==> src/rtl/ifetch_pkg.sv <==
// Shared definitions for the instruction fetch front-end: FSM states, PC step
// and the width of a buffered {PC, instruction} entry.
package ifetch_pkg;

    typedef enum logic [1:0] {
        S_IDLE  = 2'd0,
        S_RUN   = 2'd1,
        S_DRAIN = 2'd2
    } state_e;

    // Each fetch reads two ROM bytes, so the PC always advances by two.
    localparam int unsigned PC_STEP = 2;

    // Buffer entry layout is {pc, instr}; instr is two ROM bytes wide.
    function automatic int unsigned entry_width(input int unsigned addr_bits,
                                                input int unsigned width);
        return addr_bits + 2 * width;
    endfunction

endpackage

==> src/rtl/ifetch_fifo.sv <==
// Synchronous instruction buffer of {PC, instr} entries; flush wins over push/pop.
// DEPTH must be a power of two so the pointers wrap naturally.
module ifetch_fifo #(
    parameter int unsigned DEPTH = 2,
    parameter int unsigned W     = 20
) (
    input  logic                       clk_i,
    input  logic                       rst_i,
    input  logic                       flush_i,
    input  logic                       push_i,
    input  logic                       pop_i,
    input  logic [W-1:0]               data_i,
    output logic [W-1:0]               data_o,
    output logic [$clog2(DEPTH+1)-1:0] count_o,
    output logic                       empty_o,
    output logic                       full_o
);

    localparam int unsigned PW = $clog2(DEPTH);
    localparam int unsigned CW = $clog2(DEPTH + 1);

    logic [W-1:0]  mem_q [DEPTH];
    logic [PW-1:0] rd_q;
    logic [PW-1:0] wr_q;
    logic [CW-1:0] cnt_q;
    logic          do_push;
    logic          do_pop;

    assign empty_o = (cnt_q == '0);
    assign full_o  = (cnt_q == CW'(DEPTH));
    assign do_pop  = pop_i && !empty_o;
    // A push into a full buffer is legal only when the head leaves in the same cycle.
    assign do_push = push_i && (!full_o || do_pop);

    always_ff @(posedge clk_i) begin
        if (rst_i || flush_i) begin
            rd_q  <= '0;
            wr_q  <= '0;
            cnt_q <= '0;
        end else begin
            if (do_push) begin
                wr_q <= wr_q + PW'(1);
            end
            if (do_pop) begin
                rd_q <= rd_q + PW'(1);
            end
            cnt_q <= cnt_q + CW'(do_push) - CW'(do_pop);
        end
    end

    always_ff @(posedge clk_i) begin
        if (!flush_i && do_push) begin
            mem_q[wr_q] <= data_i;
        end
    end

    assign data_o  = mem_q[rd_q];
    assign count_o = cnt_q;

endmodule

==> src/rtl/instr_fetch_unit.sv <==
// Fetch stage driving the dual-byte program ROM and buffering tagged words for decode.
// Optional perf counters are built only when IFETCH_PERF_CNT_EN is defined.
module instr_fetch_unit
    import ifetch_pkg::*;
#(
    parameter int unsigned ADDR_BITS  = 4,
    parameter int unsigned WIDTH      = 8,
    parameter int unsigned FIFO_DEPTH = 2,
    parameter int unsigned RESET_PC   = 0
) (
    input  logic                   CLK,
    input  logic                   RST,
    input  logic                   FetchEnable,
    input  logic                   BranchTaken,
    input  logic [ADDR_BITS-1:0]   BranchTarget,
    output logic                   ROMEnable,
    output logic [ADDR_BITS-1:0]   Address,
    input  logic [2*WIDTH-1:0]     ROMData,
    output logic                   InstrValid,
    input  logic                   InstrReady,
    output logic [2*WIDTH-1:0]     Instr,
    output logic [ADDR_BITS-1:0]   InstrPC,
    output logic [15:0]            FetchCount,
    output logic [15:0]            StallCount
);

    localparam int unsigned IW = 2 * WIDTH;
    localparam int unsigned EW = entry_width(ADDR_BITS, WIDTH);
    localparam int unsigned CW = $clog2(FIFO_DEPTH + 1);
    localparam logic [ADDR_BITS-1:0] PC_RST = ADDR_BITS'(RESET_PC);

    state_e               state_q;
    logic [ADDR_BITS-1:0] pc_q;
    logic [ADDR_BITS-1:0] tag_q;
    logic                 inflight_q;

    logic [EW-1:0]        head;
    logic [CW-1:0]        count;
    logic [CW:0]          occupancy;
    logic                 empty;
    logic                 full;
    logic                 pop;
    logic                 room;
    logic                 issue;

    assign pop       = !empty && InstrReady;
    // The in-flight read already owns a buffer slot, so it counts toward occupancy.
    assign occupancy = {1'b0, count} + (CW+1)'(inflight_q);
    assign room      = !full && (occupancy < (CW+1)'(FIFO_DEPTH));
    assign issue     = (state_q == S_RUN) && !BranchTaken && (room || pop);

    ifetch_fifo #(
        .DEPTH (FIFO_DEPTH),
        .W     (EW)
    ) u_fifo (
        .clk_i   (CLK),
        .rst_i   (RST),
        .flush_i (BranchTaken),
        .push_i  (inflight_q),
        .pop_i   (pop),
        .data_i  ({tag_q, ROMData}),
        .data_o  (head),
        .count_o (count),
        .empty_o (empty),
        .full_o  (full)
    );

    always_ff @(posedge CLK) begin
        if (RST) begin
            state_q    <= S_IDLE;
            pc_q       <= PC_RST;
            tag_q      <= '0;
            inflight_q <= 1'b0;
        end else begin
            unique case (state_q)
                S_IDLE:  if (FetchEnable) state_q <= S_RUN;
                S_RUN:   if (!FetchEnable) state_q <= S_DRAIN;
                S_DRAIN: begin
                    if (FetchEnable) begin
                        state_q <= S_RUN;
                    end else if (!inflight_q) begin
                        state_q <= S_IDLE;
                    end
                end
                default: state_q <= S_IDLE;
            endcase

            if (BranchTaken) begin
                pc_q       <= BranchTarget & ~ADDR_BITS'(1);
                inflight_q <= 1'b0;
            end else begin
                inflight_q <= issue;
                if (issue) begin
                    pc_q  <= pc_q + ADDR_BITS'(PC_STEP);
                    tag_q <= pc_q;
                end
            end
        end
    end

    assign ROMEnable  = issue;
    assign Address    = pc_q;
    assign InstrValid = !empty;
    assign Instr      = empty ? '0 : head[IW-1:0];
    assign InstrPC    = empty ? '0 : head[EW-1:IW];

`ifdef IFETCH_PERF_CNT_EN
    logic [15:0] fetch_cnt_q;
    logic [15:0] stall_cnt_q;
    logic        stall;

    assign stall = (state_q == S_RUN) && !BranchTaken && !(room || pop);

    always_ff @(posedge CLK) begin
        if (RST) begin
            fetch_cnt_q <= '0;
            stall_cnt_q <= '0;
        end else begin
            if (pop && !BranchTaken && (fetch_cnt_q != '1)) begin
                fetch_cnt_q <= fetch_cnt_q + 16'd1;
            end
            if (stall && (stall_cnt_q != '1)) begin
                stall_cnt_q <= stall_cnt_q + 16'd1;
            end
        end
    end

    assign FetchCount = fetch_cnt_q;
    assign StallCount = stall_cnt_q;
`else
    assign FetchCount = '0;
    assign StallCount = '0;
`endif

endmodule

==> config.mk <==
export PLATFORM = sky130hd
export DESIGN_NAME = instr_fetch_unit
export DESIGN_NICKNAME = d
export VERILOG_FILES = /design/src/rtl/ifetch_pkg.sv /design/src/rtl/ifetch_fifo.sv /design/src/rtl/instr_fetch_unit.sv
export SDC_FILE = /design/constraint.sdc
export NUM_CORES = 1
export LEC_CHECK = 0
export BUFFER_PORTS_ARGS = -buffer_cell sky130_fd_sc_hd__buf_2
export CAP_MARGIN = 20
export CORE_MARGIN = 2
export CORE_UTILIZATION = 40
export CTS_CLUSTER_DIAMETER = 100
export DETAILED_ROUTE_END_ITERATION = 10
export HOLD_SLACK_MARGIN = 0.12
export PLACE_DENSITY = 0.76
export SLEW_MARGIN = 10
export SYNTH_ARGS = -nofsm -noshare
export SYNTH_HDL_FRONTEND = slang
export SYNTH_SLANG_ARGS = --single-unit
==> constraint.sdc <==
create_clock -name CLK -period 5.3 [get_ports CLK]
set_input_delay 0.265 -clock CLK [delete_from_list [all_inputs] [get_ports CLK]]
set_output_delay 0.265 -clock CLK [all_outputs]
set_load 0.005 [all_outputs]
Yosys cells after proc, flatten, opt, wreduce, memory -nomap -nowiden
Memory sizes are Yosys's and may differ from the RTL's. A register that Yosys moved wholly into a read port is not among the register bits. Index checks and enable logic that the tools add are counted.

ROM bits: 0. Output and inout bits: 58. Bits of input ports: 25. Word-level logic and storage cells: 55. Memory bits (writable): 40. Memories kept: 1. Register bits after elaboration: 15. Latch bits: 0.

Memories: u_fifo.mem_q (words 2, width 20, rd ports 1, clocked after memory_dff 1, write ports 1, RTL line ifetch_fifo.sv:22) `logic [W-1:0] mem_q [DEPTH];`.

$mul: 0. $lt $le $gt $ge: 1. Reductions and logical operators: 19. Shift operators: 0. Bitwise gates (word level): 1. Equality and inequality tests: 6. Mux-type cells: 13. $add $sub $neg: 6. Div/mod/pow operators: 0.

Operators by type and width (count): $mux 16 (1); $mux 4 (3); $mux 2 (4); $logic_and 1x1->1 (7); $pmux 2 s3 (1); $add 4x2->4 const B (1); $eq 2x2->1 const B (2); $logic_not 2->1 (2); $mux 1 (4); $ne 2x2->1 const B (2); $add 2x1->3 (1); $logic_not 1->1 (3); $logic_or 1x1->1 (3); $lt 3x2->1 const B (1); $ne 3x3->1 const B (1); $reduce_and 3->1 (1); $add 1x1->1 const B (2); $add 2x1->2 (1); $eq 2x1->1 const B (1); $reduce_and 2->1 (1); $reduce_bool 2->1 (1); $reduce_or 2->1 (1); $sub 2x1->2 (1); $not 1->1 (1).

Longest topological paths before layout
Word-level depth: 9. Depth in mapped cells: 5. Depth with buffers taken out: 3.

By module
Synthesis repeated with hierarchy kept, for this count alone.

Cell total of the unflattened synthesis: 203. Area, all modules: 2566.2 µm².

By module, submodules not included: ifetch_fifo (instances 1, cells each 92, sequential area each 1301.2 µm², area each 1686.6 µm²); instr_fetch_unit (instances 1, cells each 111, sequential area each 180.2 µm², area each 879.6 µm²).

Least setup slack after synthesis
No wires, ideal clock.

Path type: flip-flop to flip-flop. Start: reg u_fifo.cnt_q[1] (netlist: u_fifo.count_o[1]). End: mem u_fifo.mem_q[1][0] (enable). Required time: 4.877 ns. Cell stages (with the launch flop): 4. Path buffers: 0. Arrival: 2.018 ns. Library setup time: 0.423 ns. Setup slack: 2.859 ns. Period minus slack after synthesis: 2.441 ns. Path through: dfxtp_1 -> nand2b_1 -> o21ai_0 -> nor3b_1.

Cells in the longest elaborated chain, start to end: 9. Elaborated cells between the ends (all ways): 11. Those cells by class: 1 x eq/ne; 2 x mux; 8 x reduce/logical.

RTL lines: start: declaration (RTL line ifetch_fifo.sv:25) `logic [CW-1:0] cnt_q;`; start signal: assignment (RTL line ifetch_fifo.sv:47) `cnt_q <= cnt_q + CW'(do_push) - CW'(do_pop);`; $logic_not 2->1 (RTL line ifetch_fifo.sv:29) `assign empty_o = (cnt_q == '0);`; $logic_not 1->1 (RTL line ifetch_fifo.sv:31, instr_fetch_unit.sv:46); $logic_and 1x1->1 (RTL line instr_fetch_unit.sv:46) `assign pop = !empty && InstrReady;`; $logic_and 1x1->1 (RTL line ifetch_fifo.sv:31) `assign do_pop = pop_i && !empty_o;`; $logic_or 1x1->1 * (RTL line ifetch_fifo.sv:33) `assign do_push = push_i && (!full_o || do_pop);`; $logic_and 1x1->1 * (RTL line ifetch_fifo.sv:33); $logic_and 1x1->1 * (RTL line ifetch_fifo.sv:52) `if (!flush_i && do_push) begin`; $mux 1 * (RTL line ifetch_fifo.sv:52); $mux 1 (implied by the code) * (RTL line ifetch_fifo.sv:53) `mem_q[wr_q] <= data_i;`; end: declaration (RTL line ifetch_fifo.sv:22).

Every way passes the cells marked *; elsewhere a longest branch is shown, timed or not.

Worst setup path in the final report
Start: reg u_fifo.cnt_q[0] (netlist: u_fifo.count_o[0]). End: mem u_fifo.mem_q[1][13] (enable).

Same word-level chain as after synthesis.

==> out/results.ini <==
[timing]
slew_headroom_pct=40.30
setup_viol=0
layout_min_cycle_time_ns=2.083
finClkSkew_ns=0.008103
worst_slew_pin_slew_ns=0.8945
min_period_over_period_pct=39.31
max_freq_ghz=0.4800
setup_tns_ns=0
slew_violations=0
rsz0062_at_grt=no
hold_viol_final=0

[yosys]
synth_edf_count=38
syn_avg_cell_area_um2=12.45
synth_compound_area_share_pct=9.179
ys_ff_latch=52
synth_area_leaders=edfxtp_1 47%, dfxtp_1 11%, buf_4 11%
yosysUniqueCellTypes=40
yosysTopAreaCellShare_pct=46.51
ys_warn_count=0
synth_top_family_by_area=buffers and inverters
netlist_instances=197
synthMuxAreaShare_pct=7.751
synth_fa_ha_area_share_pct=0.5099
yosysTopAreaCell=edfxtp_1
netlist_area_mm2=0.002454
synth-simple-area-share_pct=9.383
synth_xor_area_share_pct=0.3570
synthArstFlopShare_pct=0
synth_flop_cell=edfxtp_1
synth_seq_area_share_pct=57.93

[clock_tree]
clk-insertion-delay-late_ns=0.29
hold_buffers=0
cts_tree=built
cts_resized=0
root_buffer=clkbuf_8
cts.sinks=52
cts_buffer_depth=2
h-tree-depth=2
cts_made_buffers=5
postCtsSetupRepairBufs=0
clk_pin_slew_worst_paths_ns=0.09

[finish]
n_antenna_cell=0
fillers=566
layout-drive-gt1-share_pct=27.87
syn_to_final_growth_pct=11.22
layout.nets=269
final_cells=319
postLayoutCoreUtil_pct=46.09

[die]
ioPinCount=83
fp-row-count=28
initial_core_util_pct=41.44
coreArea_mm2=0.005921
die_area_mm2=0.006777
die_w_um=82.32
die_h_um=82.32

[global_routing]
grt_pass1_vias=1278
overflow=0
antenna_found_initial=0
grt_max_degree=22
track_usage_pct=11.79
grt_pass1_wl_mm=5.934

[critical_path]
worstPathArrival_ns=2.08
cp_slowest_cell=nor3b_2
cp-start-kind=flop
max_stage_delay_ns=0.65
crit_chain=o21ai_0 > nor3b_2 > buf_4
critical_path_required_ns=5.30
endpoint_kind=flop
path_max_fanout=11
crit_type=flop to flop

[power]
power.internal_mw=0.5929
p_sw_mw=0.1459
p_comb_share_pct=5.2
p_leak_nw=1.050
power_mw=0.7388
pwr-share-clk_pct=34.6
seqPwrFrac_pct=60.2
p_sw_share_pct=19.75
powerDensity_mw_per_mm2=270.7
worst_ir_drop_vdd_v=0.0001201

[drt]
wl_met3_um=279
met2_length_mm=1.903
post-route-drc-count=0
drt-initial-drc-count=35
avgRoutedWirePerCell_um=12.34
wirelength_met1_mm=1.722
via_per_inst=4.683
top_layer=met4
vias=1494
drt_first_pass_iters=4
wirelength_mm=3.936
antenna_left=0

[outcome]
outcome=completed

[placed_design]
dp.cells=310
place.port_buffers=47
dp_hpwl_mm=2.701
place_congestion=0.7825

[min_path]
holdCritPathClass=primary input to flop

[run]
max_cap_violations=0

[flip-flops by register name (all words and copies together), names as in the netlist, named ones only]
name and count:
u_fifo.count_o 2, u_fifo.wr_q 1, u_fifo.rd_q 1, Address 3, inflight_q 1, tag_q 3
u_fifo.mem_q 38, state_q 2
[power by group through the flow]
stage          Clock, mW  Sequential (mW)  Combinational, mW
6_report           0.256            0.445             0.0382
5_1_grt            0.278            0.445             0.0449
4_1_cts            0.266            0.445             0.0378
3_5_place_dp           0            0.454             0.0377
3_3_place_gp           0            0.454             0.0367
2_1_floorplan          0            0.453             0.0429
[placed cells by master, fill, tap and decap left out, types with 2 or more instances in the layout]
cell | synthesis | layout
buf_2 | 2 | 47
edfxtp_1 | 38 | 38
conb_1 | 1 | 34
nor2_1 | 25 | 24
mux2i_1 | 19 | 19
dfxtp_1 | 14 | 14
o21ai_0 | 6 | 6
inv_1 | 6 | 6
a21oi_1 | 6 | 6
clkbuf_8 | 1 | 5
nor3b_1 | 4 | 3
o211ai_1 | 3 | 3
o41ai_1 | 3 | 3
nand2b_1 | 2 | 2
nor3b_2 | 1 | 2
a211oi_1 | 2 | 2
nand3b_1 | 2 | 2
a21oi_2 | 2 | 2
clkinv_1 | 0 | 2
buf_4 | 37 | 2
[worst max-delay path, delay by kind of cell, from the launching register on]
kind	cells	cell delay [ns]
buffers and inverters	1	0.32
AND/OR/NAND/NOR	1	0.65
flip-flops	1	0.56
AO/OA/AOI/OAI	1	0.25
[layout make-up]
| type | count | area (um^2) | share of cell area [%] |
|---|---|---|---|
| flip-flops and latches | 52 | 1421 | 52.09 |
| multi-input cells | 128 | 807.0 | 29.57 |
| repair buffers | 50 | 277.8 | 10.18 |
| well taps | 75 | 93.84 | 3.439 |
| clock buffers | 5 | 68.82 | 2.522 |
| clock inverters | 3 | 37.54 | 1.376 |
| inverters | 6 | 22.52 | 0.8253 |
[through the flow]
| step | setup WS [ns] | area, um^2 | hold slack (ns) |
|---|---|---|---|
| finish | 3.217 | 2729 | 0.1438 |
| global placement | 3.145 | 2595 | 0.4384 |
| floorplan | 2.859 | 2577 | 0.3435 |
| CTS | 3.097 | 2701 | 0.1369 |
| detailed placement | 3.073 | 2595 | 0.4395 |
| global route | 3.045 | 2729 | 0.1373 |
[metal layers]
metal / track usage, % / up-vias
met1: 14.27 / 693
met2: 19.84 / 67
li1: - / 732
met3: 3.152 / 2
met4: 4.833 / 0
met5: 0 / -
[cells in the mapped netlist, types with 2 or more instances]
cell type	count
edfxtp_1	38
buf_4	37
nor2_1	25
mux2i_1	19
dfxtp_1	14
a21oi_1	6
inv_1	6
o21ai_0	6
nor3b_1	4
buf_6	3
o211ai_1	3
o41ai_1	3
a211oi_1	2
a21oi_2	2
buf_2	2
nand2b_1	2
nand3b_1	2
[kinds of logic (layout without fill, tap and decap cells)]
group | Yosys count | in the layout
DFF | 52 | 52
buffers and inverters | 50 | 64
and+or+nand+nor | 42 | 42
AOI/OAI and AO/OA | 31 | 31
muxes | 19 | 19
adders and majority gates | 1 | 1
other | 1 | 34
xor gates and xnor gates | 1 | 1
[path summary, 6_finish.rpt]
kind / from / endpoint / slack, ns / depth (start not counted)
hold / removal: FetchEnable / state_q[1]$_SDFFE_PP0P_ / 0.14 / 2
hold reg to reg: tag_q[2]$_SDFFE_PP0P_ / u_fifo.mem_q[0][18]$_DFFE_PP_ / 0.47 / 0
setup / recovery: u_fifo.count_o[0]$_SDFF_PP0_ / u_fifo.mem_q[1][13]$_DFFE_PP_ / 3.22 / 3
setup reg to reg: u_fifo.count_o[0]$_SDFF_PP0_ / u_fifo.mem_q[1][13]$_DFFE_PP_ / 3.22 / 3
Note: power is estimated with default switching activity, not from simulation.
